### config.mk
export PLATFORM = sky130hd
export DESIGN_NAME = regfile_write_scheduler
export DESIGN_NICKNAME = d
export VERILOG_FILES = /design/src/rtl/regfile_write_scheduler.sv
export SDC_FILE = /design/constraint.sdc
export NUM_CORES = 1
export LEC_CHECK = 0
export ABC_CLOCK_PERIOD_IN_PS = 5300
export BUFFER_PORTS_ARGS = -buffer_cell sky130_fd_sc_hd__buf_2
export CAP_MARGIN = 20
export CELL_PAD_IN_SITES_DETAIL_PLACEMENT = 1
export CELL_PAD_IN_SITES_GLOBAL_PLACEMENT = 1
export CORE_ASPECT_RATIO = 1.5
export CORE_MARGIN = 2
export CORE_UTILIZATION = 30
export CTS_CLUSTER_DIAMETER = 50
export CTS_CLUSTER_SIZE = 12
export DETAILED_ROUTE_END_ITERATION = 12
export PLACE_DENSITY = 0.78
export SYNTH_ARGS = -nofsm -noshare
export SYNTH_HDL_FRONTEND = slang
export SYNTH_SLANG_ARGS = --single-unit
### constraint.sdc
create_clock -name Clock -period 5.3 [get_ports Clock]
set_clock_uncertainty 0.15 [all_clocks]
set_input_delay 0.265 -clock Clock [delete_from_list [all_inputs] [get_ports Clock]]
set_output_delay 0.265 -clock Clock [all_outputs]
set_load 0.05 [all_outputs]
### src/rtl/regfile_write_scheduler.sv
// regfile_write_scheduler: owns the register-file write port, runs clear sweeps and arbitrates ALU/MEM writebacks
module regfile_write_scheduler #(
  parameter int NUM_REGS     = 32,
  parameter int ADDR_W       = 5,
  parameter int DATA_W       = 32,
  parameter int STARVE_LIMIT = 4
) (
  input  logic              Clock,
  input  logic              Reset,
  input  logic              alu_valid,
  output logic              alu_ready,
  input  logic [ADDR_W-1:0] alu_reg,
  input  logic [DATA_W-1:0] alu_data,
  input  logic              mem_valid,
  output logic              mem_ready,
  input  logic [ADDR_W-1:0] mem_reg,
  input  logic [DATA_W-1:0] mem_data,
  input  logic              init_start,
  output logic              init_busy,
  output logic              RegWrite,
  output logic [ADDR_W-1:0] WriteRegNo,
  output logic [DATA_W-1:0] WriteData
);
  if (STARVE_LIMIT < 1 || STARVE_LIMIT > 15) begin : g_bad_limit
    $error("STARVE_LIMIT must be in 1..15");
  end
  if (NUM_REGS != 2 ** ADDR_W) begin : g_bad_regs
    $error("NUM_REGS must equal 2**ADDR_W");
  end
  typedef enum logic {CLEAR, RUN} state_t;
  state_t              state_q;
  logic [ADDR_W-1:0]   ptr_q;
  logic [3:0]          starve_q;
  logic [3:0]          starve_d;
  logic                we_q;
  logic [ADDR_W-1:0]   wn_q;
  logic [DATA_W-1:0]   wd_q;
  logic                run_grant;
  logic                alu_force;
  logic                accept;
  logic                do_write;
  logic [ADDR_W-1:0]   acc_reg;
  logic [DATA_W-1:0]   acc_data;
  assign alu_force  = starve_q == 4'(STARVE_LIMIT);
  assign run_grant  = state_q == RUN && !init_start;
  assign mem_ready  = run_grant & mem_valid & !alu_force;
  assign alu_ready  = run_grant & alu_valid & (!mem_valid | alu_force);
  assign init_busy  = state_q == CLEAR;
  assign accept     = alu_ready | mem_ready;
  assign acc_reg    = alu_ready ? alu_reg : mem_reg;
  assign acc_data   = alu_ready ? alu_data : mem_data;
  assign do_write   = accept && acc_reg != '0;
  assign RegWrite   = we_q;
  assign WriteRegNo = wn_q;
  assign WriteData  = wd_q;
  // starvation counter: cleared on ALU accept, saturating count of stalled ALU cycles
  always_comb begin
    starve_d = starve_q;
    if (alu_ready) starve_d = '0;
    else if (alu_valid && !alu_force) starve_d = starve_q + 4'd1;
  end
  // sweep/run sequencing with registered write-port outputs
  always_ff @(posedge Clock) begin
    if (!Reset) begin
      state_q  <= CLEAR;
      ptr_q    <= '0;
      starve_q <= '0;
      we_q     <= 1'b0;
      wn_q     <= '0;
      wd_q     <= '0;
    end else if (state_q == CLEAR) begin
      we_q     <= 1'b1;
      wn_q     <= ptr_q;
      wd_q     <= '0;
      ptr_q    <= ptr_q + 1'b1;
      starve_q <= '0;
      if (ptr_q == ADDR_W'(NUM_REGS - 1)) state_q <= RUN;
    end else if (init_start) begin
      state_q  <= CLEAR;
      ptr_q    <= '0;
      starve_q <= '0;
      we_q     <= 1'b0;
    end else begin
      we_q     <= do_write;
      starve_q <= starve_d;
      if (do_write) begin
        wn_q <= acc_reg;
        wd_q <= acc_data;
      end
    end
  end
endmodule

==> insert_results.sql, run 1 <==
INSERT INTO impl_metrics (metric_group, metric, value, unit) VALUES
('synthesis', 'synth_compound_area_share', '24.3', '%'),
('detailed_routing', 'maxUsedRoutingLayer', 'met5', ''),
('power', 'ir_worst_vdd', '0.000143', 'V'),
('power', 'netSwitchingFraction', '22.0', '%'),
('detailed_routing', 'ant_nets', '0', ''),
('flow_run', 'max_cap_violations', '0', ''),
('clock_network', 'post_cts_buffers', '0', ''),
('synthesis', 'synth_xor_area_share', '1.07', '%'),
('sta', 'post-route-period-util', '53.6', '%'),
('sta', 'setup_tns', '0', 'ps'),
('die', 'fp.dieArea', '8980', 'um2'),
('global_route', 'grt_remaining_overflow', '0', ''),
('synthesis', 'synth_cells', '264', ''),
('synthesis', 'yosys-mux-area-fraction', '13.0', '%'),
('power', 'power_per_cell_area', '229', 'nW/um2'),
('power', 'comb_power_share', '9.4', '%'),
('sta', 'final-setup-viol-count', '0', ''),
('sta', 'slew_violations', '0', ''),
('sta', 'timing_hold_violations_final', '0', ''),
('synthesis', 'yosys_warnings', '0', ''),
('clock_network', 'worstSkewPairLatency', '280', 'ps'),
('setup_path', 'crit_fanout', '24', ''),
('clock_network', 'cts_made_buffers', '5', ''),
('detailed_routing', 'route.layer.met1.wl', '2.67', 'mm'),
('detailed_routing', 'wl', '6.89', 'mm'),
('status', 'status', 'finished, final reports clean', ''),
('setup_path', 'worst_r2r_startpoint', 'starve_q[0]$_SDFFE_PP0P_', ''),
('place', 'dpl.hpwl', '5.35', 'mm'),
('detailed_routing', 'wl_per_cell', '14.4', 'um'),
('synthesis', 'synth_area_per_cell', '9.34', 'um2'),
('layout', 'post_layout_nonfiller_instances', '480', ''),
('die', 'fp.coreArea', '8010', 'um2'),
('setup_path', 'timing.setup.critical_path_class', 'flop to output pin', ''),
('sta', 'timing.hold.ws', '173', 'ps'),
('synthesis', 'synthDominantCellAreaShare', '39.0', '%'),
('synthesis', 'synth_area_leader_cell', 'dfxtp_1', ''),
('clock_network', 'cts_repair_resize_count', '0', ''),
('power', 'p_leak', '1.58', 'nW'),
('synthesis', 'synth.cells.most_frequent', '48 x dfxtp_1, 44 x nor2_1, 32 x mux2i_1, 16 x a211oi_1, 16 x a211oi_2', ''),
('synthesis', 'mappedNetlistNets', '347', ''),
('clock_network', 'cts-htree-levels', '2', ''),
('synthesis', 'ys_dominant_reg_cell', 'dfxtp_1', ''),
('setup_path', 'rrSetupSlack', '2580', 'ps'),
('clock_network', 'master_cell_of_the_clock_root_buffer', 'clkbuf_16', ''),
('synthesis', 'synth_async_sr_flop_share', '0', '%'),
('synthesis', 'yosys.cell_count.top_type', 'dfxtp_1', ''),
('place', 'dp_cells', '471', ''),
('synthesis', 'ys_top_cells_by_area', 'dfxtp_1 39%, mux2i_1 13%, a211oi_2 8.1%', ''),
('layout', 'fin_nets', '456', ''),
('synthesis', 'yosys.area_share.adder', '2.03', '%'),
('place', 'gp_routability_congestion', '0.814', ''),
('power', 'clockPowerShare', '41.8', '%'),
('synthesis', 'synth_cell_types', '42', ''),
('detailed_routing', 'avgViaCountPerCell', '5.00', ''),
('clock_network', 'holdBufCountCts', '0', ''),
('hold_path', 'worst_hold_path.num_cells', '3', ''),
('layout', 'drive_gt1_share', '40.6', '%'),
('detailed_routing', 'drt-pass1-iter-count', '4', ''),
('sta', 'timing.max_slew.rel_slack', '58.1', '%'),
('detailed_routing', 'drcViolationCount', '0', ''),
('detailed_routing', 'routed-via-count', '2399', ''),
('sta', 'min_period', '2840', 'ps'),
('setup_path', 'worstPathArrival', '2430', 'ps'),
('global_route', 'grt_pass1_wl', '10.9', 'mm'),
('power', 'p_total', '0.000753', 'W'),
('clock_network', 'cts.path.max_buffers', '2', ''),
('synthesis', 'yosys.area_share.simple', '15.5', '%'),
('global_route', 'grtUsageTotal', '15.1', '%'),
('synthesis', 'synth_edf_count', '0', ''),
('clock_network', 'worst_setup_hold_path_clk_slew', '60', 'ps'),
('power', 'power.share.sequential', '48.8', '%');
## critical path: stages (launching register included)
cell      delay [ps]
dfxtp_1          350
inv_1             80
ha_1             220
and3b_1          230
o211ai_4         430
buf_4            450
inv_1            140
buf_2            240
## registers in the layout, summed over array words and instances, names as in the netlist
| register | flops |
|---|---|
| starve_q | 4 |
| ptr_q | 5 |
| WriteRegNo | 5 |
| state_q | 1 |
| WriteData | 32 |
| RegWrite | 1 |
## power by group through the flow
stage,Clock (W),Sequential [W],Combinational (W)
final,0.000315,0.000368,0.0000707
after global routing,0.000345,0.000368,0.0000776
after CTS,0.000329,0.000367,0.0000714
after detailed placement,0,0.000376,0.0000710
after global placement,0,0.000376,0.0000689
after floorplan,0,0.000380,0.0000270
## worst max-delay path by stage
stage,to,cells after the start,from
finish,alu_ready,7,starve_q[0]$_SDFFE_PP0P_
global route,alu_ready,7,starve_q[0]$_SDFFE_PP0P_
CTS,alu_ready,7,starve_q[0]$_SDFFE_PP0P_
detailed placement,WriteData[20]$_SDFFE_PN0P_,9,starve_q[0]$_SDFFE_PP0P_
global placement,WriteData[16]$_SDFFE_PN0P_,8,starve_q[0]$_SDFFE_PP0P_
floorplan,mem_ready,6,starve_q[0]$_SDFFE_PP0P_
## logic make-up after synthesis
| kind of cell | Yosys count |
|---|---|
| AND/OR/NAND/NOR | 83 |
| AO/OA/AOI/OAI | 68 |
| flip-flops | 48 |
| multiplexers | 32 |
| buffers and inverters | 26 |
| adder cells (fa/ha/maj) | 4 |
| XOR/XNOR | 3 |
## cell usage in the layout (no fill, tap or decap), types with 2 or more instances in the layout
| master | Yosys | routed |
|---|---|---|
| a31oi_1 | 6 | 6 |
| clkbuf_16 | 0 | 5 |
| o21ai_0 | 5 | 5 |
| o2bb2ai_1 | 6 | 6 |
| and3_1 | 5 | 5 |
| buf_4 | 0 | 3 |
| nor2b_1 | 4 | 4 |
| or4_1 | 2 | 2 |
| ha_1 | 4 | 4 |
| a21oi_1 | 7 | 7 |
| nand2_1 | 11 | 11 |
| a211oi_1 | 16 | 16 |
| dfxtp_1 | 48 | 48 |
| a211oi_2 | 16 | 16 |
| xnor2_1 | 2 | 2 |
| nand3_1 | 9 | 9 |
| nor2_1 | 44 | 44 |
| mux2i_1 | 32 | 32 |
| buf_2 | 5 | 119 |
| inv_1 | 5 | 5 |
## final cells by class
cell class              count  area [um2]
flip-flops and latches     48         961
repair buffers            123         646
clock inverters             1        7.51
well taps                 105         131
diodes                      1        2.50
clock buffers               7         143
multi-input cells         190        1390
fillers                   984        4710
inverters                   5        18.8
## through the flow
stage          utilization (%)  worst slack, ps
2_1_floorplan                -             3050
3_3_place_gp              38.9             2350
3_5_place_dp              39.2             2540
4_1_cts                   41.1             2420
5_1_grt                   41.1             2320
6_report                  41.1             2460
## layer usage
| layer | track usage (%) | vias to the layer above |
|---|---|---|
| met3 | 4.08 | 17 |
| met2 | 28.2 | 84 |
| met5 | 0 | - |
| met1 | 16.3 | 1119 |
| met4 | 5.26 | 2 |
| li1 | - | 1177 |
No activity file was read; power rests on OpenSTA's default activity.
==> inputs of run 2 (changes only) <==
--- a/config.mk
+++ b/config.mk
@@ -5,7 +5,7 @@
 export SDC_FILE = /design/constraint.sdc
 export NUM_CORES = 1
 export LEC_CHECK = 0
-export ABC_CLOCK_PERIOD_IN_PS = 5300
+export ABC_CLOCK_PERIOD_IN_PS = 3000
 export BUFFER_PORTS_ARGS = -buffer_cell sky130_fd_sc_hd__buf_2
 export CAP_MARGIN = 20
 export CELL_PAD_IN_SITES_DETAIL_PLACEMENT = 1
==> constraint.sdc (replaced) <==
create_clock -name Clock -period 3 [get_ports Clock]
set_clock_uncertainty 0.15 [all_clocks]
set_input_delay 0.15 -clock Clock [delete_from_list [all_inputs] [get_ports Clock]]
set_output_delay 0.15 -clock Clock [all_outputs]
set_load 0.05 [all_outputs]
==> run 2 against run 1 <==
Against the previous run:
- sequential share of layout area is 0.20 points lower
- combinational power is 78% higher
- power is 92% higher
- routed wire length is 3.6% higher
- critical path depth is 1 lower
- worst hold slack worse by 120 ps
- via count is 0.54% lower
- clock power is 110% higher
- final area is 0.68% higher
- flip-flop and latch count stayed put
- first-iteration DRC count is 26% higher
- die area stayed put
- critical endpoint is now mem_ready
- largest power group is now clock
- highest routed layer unchanged
==> insert_results.sql, run 2 (synthesized netlist as in run 1, its figures left out) <==
INSERT INTO impl_metrics (metric_group, metric, value, unit) VALUES
('detailed_routing', 'routed-via-count', '2386', ''),
('sta', 'grt_setup_unrepaired', 'false', ''),
('global_route', 'initial_antenna_violation_count', '1', ''),
('hold_path', 'timing.hold.worst.class', 'primary input to flop', ''),
('layout', 'post_layout_nonfiller_instances', '479', ''),
('flow_run', 'max_cap_violations', '0', ''),
('layout', 'antenna_cells_inserted', '0', ''),
('sta', 'tightest_slew', '539', 'ps'),
('clock_network', 'holdBufCountCts', '0', ''),
('detailed_routing', 'drt_iter0_markers', '78', ''),
('die', 'fp.dieArea', '8980', 'um2'),
('sta', 'setup_tns', '0', 'ps'),
('die', 'die_width', '78.0', 'um'),
('detailed_routing', 'wl', '7.14', 'mm'),
('setup_path', 'worstSetupEndpointType', 'output pin', ''),
('layout', 'fill_cells', '994', ''),
('die', 'fp.coreArea', '8010', 'um2'),
('global_route', 'grtUsageTotal', '16.2', '%'),
('sta', 'slew_violations', '0', ''),
('clock_network', 'clock_sink_count', '48', ''),
('clock_network', 'master_cell_of_the_clock_root_buffer', 'clkbuf_16', ''),
('hold_path', 'hp-start', 'alu_data[1]', ''),
('setup_path', 'cp_data_required_time', '2700', 'ps'),
('clock_network', 'cts.path.max_buffers', '2', ''),
('power', 'p_leak', '1.60', 'nW'),
('layout', 'final_core_utilization', '41.4', '%'),
('detailed_routing', 'ant_nets', '0', ''),
('sta', 'final-setup-viol-count', '0', ''),
('sta', 'post-route-period-util', '74.9', '%'),
('layout', 'multi_input_comb_area', '1390', 'um2'),
('place', 'port_buffers', '119', ''),
('setup_path', 'critical_path.startpoint', 'starve_q[0]$_SDFFE_PP0P_', ''),
('layout', 'fin_nets', '456', ''),
('die', 'start_util', '30.8', '%'),
('clock_network', 'cts-htree-levels', '2', ''),
('setup_path', 'worst_r2r_startpoint', 'starve_q[0]$_SDFFE_PP0P_', ''),
('setup_path', 'timing.setup.critical_path_class', 'flop to output pin', ''),
('detailed_routing', 'drcViolationCount', '0', ''),
('detailed_routing', 'drt-pass1-iter-count', '4', ''),
('layout', 'drive_gt1_share', '40.9', '%'),
('global_route', 'grt_pass1_vias', '2380', ''),
('layout', 'register_area', '961', 'um2'),
('sta', 'timing.max_slew.rel_slack', '64.1', '%'),
('clock_network', 'cts_repair_resize_count', '0', ''),
('clock_network', 'worstSkewPairLatency', '290', 'ps'),
('detailed_routing', 'avgViaCountPerCell', '4.98', ''),
('layout', 'largest_register_ffs', '32', ''),
('die', 'die_height', '115', 'um'),
('clock_network', 'worst_setup_hold_path_clk_slew', '60', 'ps'),
('global_route', 'largest_net_degree_at_the_start_of_global_routing', '69', ''),
('die', 'io_pins', '120', ''),
('status', 'status', 'finished, final reports clean', ''),
('setup_path', 'crit_fanout', '11', ''),
('place', 'dpl.hpwl', '5.48', 'mm'),
('die', 'rows', '40', ''),
('layout', 'layout.cells.most_common_list', '119 x buf_2, 48 x dfxtp_1, 44 x nor2_1', ''),
('layout', 'area_growth_syn_to_layout', '34.5', '%'),
('global_route', 'grt_pass1_wl', '11.6', 'mm'),
('power', 'power_per_cell_area', '436', 'nW/um2'),
('place', 'place_area', '3130', 'um2'),
('layout', 'finalInstanceArea', '3320', 'um2'),
('clock_network', 'cts_made_buffers', '5', ''),
('sta', 'fmaxAchievable', '0.445', 'GHz'),
('layout', 'layout_commonest_cell', 'buf_2', ''),
('clock_network', 'tritoncts_clock_tree', 'yes', ''),
('place', 'gp_routability_congestion', '0.777', ''),
('detailed_routing', 'wl_per_cell', '14.9', 'um'),
('place', 'dp_cells', '471', ''),
('clock_network', 'post_cts_buffers', '0', ''),
('global_route', 'grt_remaining_overflow', '0', ''),
('sta', 'min_period', '2250', 'ps'),
('setup_path', 'worstPathArrival', '1950', 'ps'),
('setup_path', 'cp-start-kind', 'flop', ''),
('power', 'ir_worst_vdd', '0.000194', 'V'),
('sta', 'timing_hold_violations_final', '0', '');
-- run 2: cell count changes in the layout (fill, tap and decap cells not counted), sizes merged --
cell and change:
bufinv +1, clkinvlp -1, diode -1
-- run 2: stage by stage --
stage	setup slack [ps]	total power, W	hold slack [ps]
floorplan	863	0.000720	128
CTS	729	0.00147	53.1
finish	752	0.00145	53.9
detailed placement	736	0.000790	304
global placement	828	0.000786	307
global route	572	0.00152	65.5
-- run 2: layout make-up --
| class | instances | share of cell area [%] |
|---|---|---|
| inverters | 5 | 0.566 |
| clock inverters | 1 | 0.905 |
| repair buffers | 123 | 19.2 |
| flip-flops and latches | 48 | 29.0 |
| clock buffers | 7 | 4.60 |
| well taps | 105 | 3.96 |
| multi-input cells | 190 | 41.8 |
-- run 2: path summary, 6_finish.rpt --
check,to,slack [ps],cells past startpoint
hold / removal,WriteData[1]$_SDFFE_PN0P_,50,3
hold reg to reg,WriteRegNo[1]$_SDFFE_PN0P_,310,2
setup / recovery,mem_ready,750,6
setup reg to reg,WriteData[30]$_SDFFE_PN0P_,780,7
-- run 2: where the power goes --
part	internal (W)	switching (W)
clock	0.000439	0.000234
sequential	0.000643	0.00000615
combinational	0.0000630	0.0000629
-- run 2: layer usage --
layer | track usage (%) | routed length, um | up-vias
met5 | 0 | 13 | -
met1 | 17.7 | 2720 | 1125
li1 | - | - | 1173
met2 | 30.2 | 3860 | 75
met3 | 4.16 | 434 | 11
met4 | 5.61 | 109 | 2
-- run 2: worst max-delay path, cell delays in order, from the launching register on --
cell and delay, ps:
dfxtp_1 350, inv_1 80, ha_1 200, nand3b_1 310, nand2_1 290, nor2_1 150
buf_2 280
